==> config.mk <==
export PLATFORM = sky130hd
export DESIGN_NAME = mem_stage_flat
export DESIGN_NICKNAME = d
export VERILOG_FILES = /design/src/rtl/mem_stage_pkg.sv /design/src/rtl/mem_stage_if.sv /design/src/rtl/mem_dmem_fsm.sv /design/src/rtl/mem_stage.sv /design/src/flat_wrapper.sv
export SDC_FILE = /design/constraint.sdc
export NUM_CORES = 1
export LEC_CHECK = 0
export ABC_AREA = 1
export BUFFER_PORTS_ARGS = -buffer_cell sky130_fd_sc_hd__buf_2
export CORE_AREA = 2 2 171 173
export CTS_BUF_LIST = sky130_fd_sc_hd__clkbuf_4
export CTS_CLUSTER_DIAMETER = 150
export DETAILED_ROUTE_END_ITERATION = 8
export DIE_AREA = 0 0 173 175
export PLACE_DENSITY = 0.58
export SLEW_MARGIN = 15
export SYNTH_ARGS = -nofsm -noshare
export SYNTH_HDL_FRONTEND = slang
export SYNTH_SLANG_ARGS = --single-unit
==> constraint.sdc <==
create_clock -name clk -period 1.7 [get_ports clk]
set_input_delay 0.255 -clock clk [delete_from_list [all_inputs] [get_ports clk]]
set_output_delay 0.255 -clock clk [all_outputs]
set_load 0.02 [all_outputs]
==> src/rtl/mem_stage_pkg.sv <==
// Shared definitions for the MEM stage: writeback-select encodings, the data-memory FSM states,
// and a load-decode helper.
package mem_stage_pkg;

  localparam logic [1:0] WB_ALU = 2'b00;
  localparam logic [1:0] WB_MEM = 2'b01;
  localparam logic [1:0] WB_PC4 = 2'b10;
  localparam logic [1:0] WB_IMM = 2'b11;

  typedef enum logic {
    ST_IDLE     = 1'b0,
    ST_WAIT_RSP = 1'b1
  } dmem_state_e;

  // An instruction is a load when it writes back memory data into a live destination.
  function automatic logic is_load(input logic [1:0] wb_sel, input logic rd_wen);
    return (wb_sel == WB_MEM) & rd_wen;
  endfunction

endpackage

==> src/rtl/mem_stage_if.sv <==
// Data-memory channel: a valid/ready request channel plus a valid-only response channel.
// The master modport is the MEM stage side; the slave modport is the memory side.
interface mem_stage_if #(
  parameter int XLEN = 32
);

  logic            dmem_req_valid;
  logic            dmem_req_ready;
  logic            dmem_req_we;
  logic [XLEN-1:0] dmem_req_addr;
  logic [XLEN-1:0] dmem_req_wdata;
  logic            dmem_rsp_valid;
  logic [XLEN-1:0] dmem_rsp_rdata;

  modport master (
    output dmem_req_valid, dmem_req_we, dmem_req_addr, dmem_req_wdata,
    input  dmem_req_ready, dmem_rsp_valid, dmem_rsp_rdata
  );

  modport slave (
    input  dmem_req_valid, dmem_req_we, dmem_req_addr, dmem_req_wdata,
    output dmem_req_ready, dmem_rsp_valid, dmem_rsp_rdata
  );

endinterface

==> src/rtl/mem_dmem_fsm.sv <==
// Data-memory access sequencer: issues requests, waits for load responses, and drives the pipeline stall.
// A store completes in the cycle it is accepted. A load takes the accept cycle plus at least one response cycle.
module mem_dmem_fsm
  import mem_stage_pkg::*;
#(
  parameter int RSP_TIMEOUT = 0
) (
  input  logic clk,
  input  logic rst_n,
  input  logic load_i,
  input  logic store_i,
  input  logic req_ready_i,
  input  logic rsp_valid_i,
  output logic req_valid_o,
  output logic req_we_o,
  output logic stall_o,
  output logic rsp_capture_o,
  output logic timeout_hit_o,
  output logic dmem_timeout_o
);

  localparam int CW = (RSP_TIMEOUT > 1) ? $clog2(RSP_TIMEOUT) : 1;
  localparam logic [CW-1:0] TO_LAST = CW'((RSP_TIMEOUT > 0) ? RSP_TIMEOUT - 1 : 0);

  dmem_state_e   state_q, state_d;
  logic [CW-1:0] cnt_q, cnt_d;
  logic          timeout_q;
  logic          in_idle;
  logic          ld;

  always_comb begin
    in_idle = (state_q == ST_IDLE);
    // When both a store and a load are decoded, the store wins so that the request and the stall agree.
    ld      = load_i & ~store_i;

    req_valid_o   = in_idle & (ld | store_i);
    req_we_o      = in_idle & store_i;
    rsp_capture_o = ~in_idle & rsp_valid_i;
    timeout_hit_o = (RSP_TIMEOUT > 0) && !in_idle && !rsp_valid_i && (cnt_q == TO_LAST);
    // The timeout cycle releases the stall so that the frozen load retires instead of being re-issued.
    stall_o       = in_idle ? (ld | (store_i & ~req_ready_i))
                            : ~(rsp_valid_i | timeout_hit_o);

    state_d = state_q;
    cnt_d   = cnt_q;
    case (state_q)
      ST_IDLE: begin
        if (ld && req_ready_i) begin
          state_d = ST_WAIT_RSP;
          cnt_d   = '0;
        end
      end
      ST_WAIT_RSP: begin
        if (rsp_valid_i || timeout_hit_o) begin
          state_d = ST_IDLE;
        end else begin
          cnt_d = cnt_q + 1'b1;
        end
      end
      default: state_d = ST_IDLE;
    endcase
  end

  always_ff @(posedge clk or negedge rst_n) begin
    if (!rst_n) begin
      state_q   <= ST_IDLE;
      cnt_q     <= '0;
      timeout_q <= 1'b0;
    end else begin
      state_q   <= state_d;
      cnt_q     <= cnt_d;
      timeout_q <= timeout_hit_o;
    end
  end

  assign dmem_timeout_o = timeout_q;

endmodule

==> src/rtl/mem_stage.sv <==
// MEM stage: resolves branches and jumps, sequences data-memory accesses, and registers the MEM/WB boundary.
// Latency: one cycle into WB, and the stage stalls while a memory access is outstanding.
module mem_stage
  import mem_stage_pkg::*;
#(
  parameter int XLEN        = 32,
  parameter int RSP_TIMEOUT = 0
) (
  input  logic             clk,
  input  logic             rst_n,
  input  logic [XLEN-1:0]  PC_M,
  input  logic [XLEN-1:0]  PC_branch_M,
  input  logic [XLEN-1:0]  imm_M,
  input  logic [XLEN-1:0]  rs2_rdata_M,
  input  logic [4:0]       rd_waddr_M,
  input  logic             zero_M,
  input  logic [XLEN-1:0]  alu_result_M,
  input  logic             branch_M,
  input  logic             MemWrite_M,
  input  logic             jal_M,
  input  logic             jalr_M,
  input  logic [1:0]       PMAItoReg_M,
  input  logic             rd_wen_M,
  mem_stage_if.master      dmem,
  output logic             stall_o,
  output logic             PCSrc_M,
  output logic [XLEN-1:0]  PC_target_M,
  output logic             dmem_timeout,
  output logic [XLEN-1:0]  alu_result_W,
  output logic [XLEN-1:0]  mem_rdata_W,
  output logic [XLEN-1:0]  pc_plus4_W,
  output logic [XLEN-1:0]  imm_W,
  output logic [4:0]       rd_waddr_W,
  output logic [1:0]       PMAItoReg_W,
  output logic             rd_wen_W
);

  logic load_M;
  logic rsp_capture;
  logic timeout_hit;

  assign load_M = is_load(PMAItoReg_M, rd_wen_M);

  assign PCSrc_M     = (branch_M & zero_M) | jal_M | jalr_M;
  assign PC_target_M = jalr_M ? {alu_result_M[XLEN-1:1], 1'b0} : PC_branch_M;

  assign dmem.dmem_req_addr  = alu_result_M;
  assign dmem.dmem_req_wdata = rs2_rdata_M;

  mem_dmem_fsm #(
    .RSP_TIMEOUT (RSP_TIMEOUT)
  ) u_fsm (
    .clk            (clk),
    .rst_n          (rst_n),
    .load_i         (load_M),
    .store_i        (MemWrite_M),
    .req_ready_i    (dmem.dmem_req_ready),
    .rsp_valid_i    (dmem.dmem_rsp_valid),
    .req_valid_o    (dmem.dmem_req_valid),
    .req_we_o       (dmem.dmem_req_we),
    .stall_o        (stall_o),
    .rsp_capture_o  (rsp_capture),
    .timeout_hit_o  (timeout_hit),
    .dmem_timeout_o (dmem_timeout)
  );

  logic [XLEN-1:0] alu_result_q, mem_rdata_q, pc_plus4_q, imm_q;
  logic [4:0]      rd_waddr_q;
  logic [1:0]      wb_sel_q;
  logic            rd_wen_q;

  always_ff @(posedge clk or negedge rst_n) begin
    if (!rst_n) begin
      alu_result_q <= '0;
      mem_rdata_q  <= '0;
      pc_plus4_q   <= '0;
      imm_q        <= '0;
      rd_waddr_q   <= '0;
      wb_sel_q     <= WB_ALU;
      rd_wen_q     <= 1'b0;
    end else begin
      // A stalled cycle sends a bubble to WB and keeps the previous data fields.
      if (stall_o) begin
        rd_wen_q <= 1'b0;
      end else begin
        alu_result_q <= alu_result_M;
        pc_plus4_q   <= PC_M + XLEN'(4);
        imm_q        <= imm_M;
        rd_waddr_q   <= rd_waddr_M;
        wb_sel_q     <= PMAItoReg_M;
        rd_wen_q     <= rd_wen_M;
      end
      if (rsp_capture) begin
        mem_rdata_q <= dmem.dmem_rsp_rdata;
      end else if (timeout_hit) begin
        mem_rdata_q <= '0;
      end
    end
  end

  assign alu_result_W = alu_result_q;
  assign mem_rdata_W  = mem_rdata_q;
  assign pc_plus4_W   = pc_plus4_q;
  assign imm_W        = imm_q;
  assign rd_waddr_W   = rd_waddr_q;
  assign PMAItoReg_W  = wb_sel_q;
  assign rd_wen_W     = rd_wen_q;

endmodule

==> src/flat_wrapper.sv <==
// flat-port wrapper written by rule: the top's interface ports become plain ports
module mem_stage_flat import mem_stage_pkg::*;
#(
  parameter int XLEN        = 32,
  parameter int RSP_TIMEOUT = 0
)
  (clk, rst_n, PC_M, PC_branch_M, imm_M, rs2_rdata_M, rd_waddr_M, zero_M, alu_result_M, branch_M, MemWrite_M, jal_M, jalr_M, PMAItoReg_M, rd_wen_M, stall_o, PCSrc_M, PC_target_M, dmem_timeout, alu_result_W, mem_rdata_W, pc_plus4_W, imm_W, rd_waddr_W, PMAItoReg_W, rd_wen_W, dmem_dmem_req_valid, dmem_dmem_req_we, dmem_dmem_req_addr, dmem_dmem_req_wdata, dmem_dmem_req_ready, dmem_dmem_rsp_valid, dmem_dmem_rsp_rdata);
  mem_stage_if #(.XLEN(XLEN)) dmem_i ();
  input  logic clk;
  input  logic rst_n;
  input  logic [XLEN-1:0] PC_M;
  input  logic [XLEN-1:0] PC_branch_M;
  input  logic [XLEN-1:0] imm_M;
  input  logic [XLEN-1:0] rs2_rdata_M;
  input  logic [4:0] rd_waddr_M;
  input  logic zero_M;
  input  logic [XLEN-1:0] alu_result_M;
  input  logic branch_M;
  input  logic MemWrite_M;
  input  logic jal_M;
  input  logic jalr_M;
  input  logic [1:0] PMAItoReg_M;
  input  logic rd_wen_M;
  output logic stall_o;
  output logic PCSrc_M;
  output logic [XLEN-1:0] PC_target_M;
  output logic dmem_timeout;
  output logic [XLEN-1:0] alu_result_W;
  output logic [XLEN-1:0] mem_rdata_W;
  output logic [XLEN-1:0] pc_plus4_W;
  output logic [XLEN-1:0] imm_W;
  output logic [4:0] rd_waddr_W;
  output logic [1:0] PMAItoReg_W;
  output logic rd_wen_W;
  output wire logic [$bits(dmem_i.dmem_req_valid)-1:0] dmem_dmem_req_valid;
  output wire logic [$bits(dmem_i.dmem_req_we)-1:0] dmem_dmem_req_we;
  output wire logic [$bits(dmem_i.dmem_req_addr)-1:0] dmem_dmem_req_addr;
  output wire logic [$bits(dmem_i.dmem_req_wdata)-1:0] dmem_dmem_req_wdata;
  input wire logic [$bits(dmem_i.dmem_req_ready)-1:0] dmem_dmem_req_ready;
  input wire logic [$bits(dmem_i.dmem_rsp_valid)-1:0] dmem_dmem_rsp_valid;
  input wire logic [$bits(dmem_i.dmem_rsp_rdata)-1:0] dmem_dmem_rsp_rdata;
  assign dmem_dmem_req_valid = dmem_i.dmem_req_valid;
  assign dmem_dmem_req_we = dmem_i.dmem_req_we;
  assign dmem_dmem_req_addr = dmem_i.dmem_req_addr;
  assign dmem_dmem_req_wdata = dmem_i.dmem_req_wdata;
  assign dmem_i.dmem_req_ready = dmem_dmem_req_ready;
  assign dmem_i.dmem_rsp_valid = dmem_dmem_rsp_valid;
  assign dmem_i.dmem_rsp_rdata = dmem_dmem_rsp_rdata;
  mem_stage #(.XLEN(XLEN), .RSP_TIMEOUT(RSP_TIMEOUT)) u_core (.clk(clk), .rst_n(rst_n), .PC_M(PC_M), .PC_branch_M(PC_branch_M), .imm_M(imm_M), .rs2_rdata_M(rs2_rdata_M), .rd_waddr_M(rd_waddr_M), .zero_M(zero_M), .alu_result_M(alu_result_M), .branch_M(branch_M), .MemWrite_M(MemWrite_M), .jal_M(jal_M), .jalr_M(jalr_M), .PMAItoReg_M(PMAItoReg_M), .rd_wen_M(rd_wen_M), .dmem(dmem_i), .stall_o(stall_o), .PCSrc_M(PCSrc_M), .PC_target_M(PC_target_M), .dmem_timeout(dmem_timeout), .alu_result_W(alu_result_W), .mem_rdata_W(mem_rdata_W), .pc_plus4_W(pc_plus4_W), .imm_W(imm_W), .rd_waddr_W(rd_waddr_W), .PMAItoReg_W(PMAItoReg_W), .rd_wen_W(rd_wen_W));
endmodule
==> results.py <==
metrics = {
    "pwr": {
        "power.leakage_nw": 5.70,
        "vdd_drop_max_v": 0.000416,
        "power_density_nw_per_um2": 940,
    },
    "place": {
        "port-buffer-count": 380,
        "place_inst": 1542,
        "place_area_um2": 8810,
        "place.gp.congestion": 0.844,
        "dpl.hpwl_um": 17300,
        "pre_cts_ws_ns": 0.0428,
    },
    "synth": {
        "ys_async_sr_fraction_pct": 100,
        "syn-instance-count": 856,
        "synth_area_leaders": "dfrtp_1, nand2_1, buf_4",
        "synth.distinct_cells": 25,
        "synth-edff-count": 0,
        "synth_common_cells": "nand2_1, dfrtp_1, buf_4, nor2_1",
        "synthAdderAreaFrac_pct": 0.183,
        "yosys.area.top_type": "dfrtp_1",
        "yosysTopAreaCellShare_pct": 50.1,
        "synth_compound_area_share_pct": 2.12,
        "synth_ff_type": "dfrtp_1",
        "synth_top_family_by_area": "simple AND/OR/NAND/NOR gates",
        "post_synth_xor_area_fraction_pct": 1.02,
        "synthMuxAreaShare_pct": 5.26,
        "synth.avg_cell_area_um2": 8.00,
        "ys_seq_elements": 137,
        "yosysMostFrequentCell": "nand2_1",
        "synth_area_um2": 6850,
        "ys_warn_count": 0,
        "yosys.area_share.simple_pct": 29.8,
        "yosysSeqAreaShare_pct": 50.1,
        "synth_fp_nets": 1066,
    },
    "setup_path": {
        "crit_path_start_kind": "flip-flop",
        "cp_top_family": "flip-flops",
        "critPathMaxFanout": 3,
        "path_cells": "inv_2, nand2_4, o21ai_4, nand2_2, nand2_4, buf_6",
        "critPathCaptureType": "primary output",
        "cp_num_buf_inv": 2,
        "critPathMostFrequentCell": "nand2_4",
        "cpPeakStageDelay_ns": 0.46,
        "required_ns": 1.44,
        "critPathArrivalTime_ns": 1.56,
        "critPathSlowestCell": "dfrtp_1",
        "worstSetupPathType": "flip-flop to primary output",
    },
    "drt": {
        "drc_errors": 0,
        "dr_wl_met2_um": 12000,
        "wirelength_um": 24600,
        "drt-pass1-iter-count": 4,
        "routed-wl-met3_um": 1730,
        "highest_layer": "met4",
        "vias": 7073,
        "wl_met1_um": 10500,
        "drt_iter0_drc": 359,
        "ant_nets": 0,
        "avgRoutedWirePerCell_um": 14.5,
        "viasPerCell": 4.17,
    },
    "clock_network": {
        "cts_buffers": 17,
        "cts.clk_slew.worst_paths_ns": 0.14,
        "h-tree-depth": 4,
        "clk_latency_ns": 0.52,
        "clockRootBuffer": "clkbuf_4",
        "cts_tree": "yes",
        "clkSinkCount": 137,
        "cts_buffer_depth": 2,
    },
    "floorplanning": {
        "io-pin-count": 446,
        "initial_utilization_pct": 24.1,
        "die_area_um2": 30300,
        "rows": 62,
        "core-area_um2": 28400,
        "die_h_um": 175,
        "die_width_um": 173,
    },
    "global_route": {
        "grt_remaining_overflow": 0,
        "antenna_found_initial": 1,
        "grt_start_max_net_pins": 58,
        "track_usage_pct": 15.6,
        "grt_pass1_wl_um": 37500,
        "grt_pass1_vias": 6949,
    },
    "finish": {
        "ff_latch_area_um2": 3430,
        "drive_above_1_share_pct": 36.7,
        "design_area_um2": 10400,
        "fin_nets": 1508,
        "final_cells": 1697,
        "fillers": 2953,
        "area_delta_synth_final_pct": 51.9,
        "multi_input_area_um2": 2660,
    },
    "sta": {
        "fin_crit_sh_pct": 107,
        "setup_viol": 2,
        "timing.final.ws_setup_ns": -0.113,
        "finalCriticalPeriod_ns": 1.81,
        "skew_ns": 0.0235,
        "final_hold_viol_count": 0,
        "fmax_mhz": 552,
        "rsz0062_at_grt": "true",
        "maxSlewViolCount": 0,
    },
    "status": {
        "violations": "setup timing",
        "status": "finished, violations left",
    },
    "worst_hold_path": {
        "hp-class": "input pin to flip-flop",
    },
    "run": {
        "maxCapViolations": 0,
    },
}
-- path summary, 6_finish.rpt --
path | start | endpoint | slack, ns | cells after the start
worst max-delay path | u_core.u_fsm.state_q | stall_o | -0.11 | 6
worst min-delay path | PC_M[17] | u_core.pc_plus4_W[17] | 0.07 | 4
worst max register to register | u_core.u_fsm.state_q | u_core.alu_result_W[26] | 0.10 | 9
worst min register to register | u_core.alu_result_W[20] | u_core.alu_result_W[20] | 0.49 | 2
max in group asynchronous | rst_n | u_core.rd_waddr_W[1] | 0.93 | 3
min in group asynchronous | rst_n | u_core.mem_rdata_W[27] | 0.19 | 2
-- power breakdown --
group / switching [mW] / total, mW / internal, mW
sequential: 0.301 / 4.13 / 3.83
combinational: 1.99 / 3.26 / 1.27
clock: 1.32 / 2.39 / 1.07
total: 3.61 / 9.78 / 6.17
-- layer usage --
metal  vias up  GRT usage (%)
met1      3278           19.8
met2       302           26.0
met5         -              0
met3        38           4.11
met4         0           5.08
li1       3455              -
-- logic make-up after synthesis --
group,Yosys count
XOR/XNOR,8
multiplexers,32
AND/OR/NAND/NOR,527
buffers and inverters,128
AO/OA/AOI/OAI,22
other,1
flip-flops,137
adder cells (fa/ha/maj),1
-- cell type report --
| type | instances | area share [%] |
|---|---|---|
| Antenna cell | 2 | 0.0481 |
| Clock buffer | 19 | 1.37 |
| Clock inverter | 13 | 1.64 |
| Inverter | 32 | 1.15 |
| Multi-Input combinational cell | 591 | 25.6 |
| Sequential cell | 137 | 33.0 |
| Tap cell | 384 | 4.62 |
| Timing Repair Buffer | 519 | 32.7 |
-- layout by cell type, fill, tap and decap left out, types with 3 or more instances in the layout --
| cell type | netlist | routed |
|---|---|---|
| buf_12 | 0 | 7 |
| buf_2 | 17 | 377 |
| nor2_1 | 40 | 38 |
| clkinv_4 | 0 | 4 |
| o21ai_0 | 14 | 14 |
| buf_4 | 67 | 13 |
| dlygate4sd3_1 | 0 | 116 |
| inv_1 | 30 | 30 |
| nand2_1 | 445 | 444 |
| and2_1 | 3 | 3 |
| dfrtp_1 | 137 | 137 |
| bufinv_16 | 0 | 3 |
| buf_6 | 4 | 3 |
| o21bai_1 | 4 | 4 |
| clkbuf_4 | 0 | 19 |
| mux2_2 | 32 | 32 |
| nand3_1 | 32 | 32 |
| clkinvlp_4 | 0 | 3 |
| xor2_1 | 6 | 6 |
| nor2_2 | 3 | 4 |
-- flip-flops by register name, indices dropped and copies added (netlist names) --
signal,cells
u_core.PMAItoReg_W,2
u_core.alu_result_W,32
u_core.imm_W,32
u_core.mem_rdata_W,32
u_core.pc_plus4_W,32
u_core.rd_waddr_W,5
u_core.rd_wen_W,1
u_core.u_fsm.state_q,1
-- stage by stage --
step	hold WS, ns	TNS, ns	utilization, %	total power [mW]
global placement	0.189	0	31.0	7.16
floorplan	-0.0406	0	-	6.02
detailed placement	0.186	0	31.0	7.19
CTS	0.000669	-0.369	36.4	9.89
global route	0.0131	-0.526	36.6	10.4
finish	0.0718	-0.205	36.6	9.78
-- worst reg2reg max path, cell delays in order, from the launching register on --
cell and delay [ns]:
dfrtp_1 0.46, inv_2 0.11, nand2_4 0.06, o21ai_4 0.15, nand2_2 0.08, nand2_4 0.07, buf_4 0.19, buf_12 0.23
nand2_1 0.12, nand2_1 0.07
-- timing repair --
action	CTS	global route
buffers inserted	3	0
hold buffers	116	0
hold endpoints to repair	250	0
gates resized for setup	6	4
gates cloned	0	2
setup endpoints to repair	2	21
pin swaps	2	2
Power figures use the tool's default switching activity.
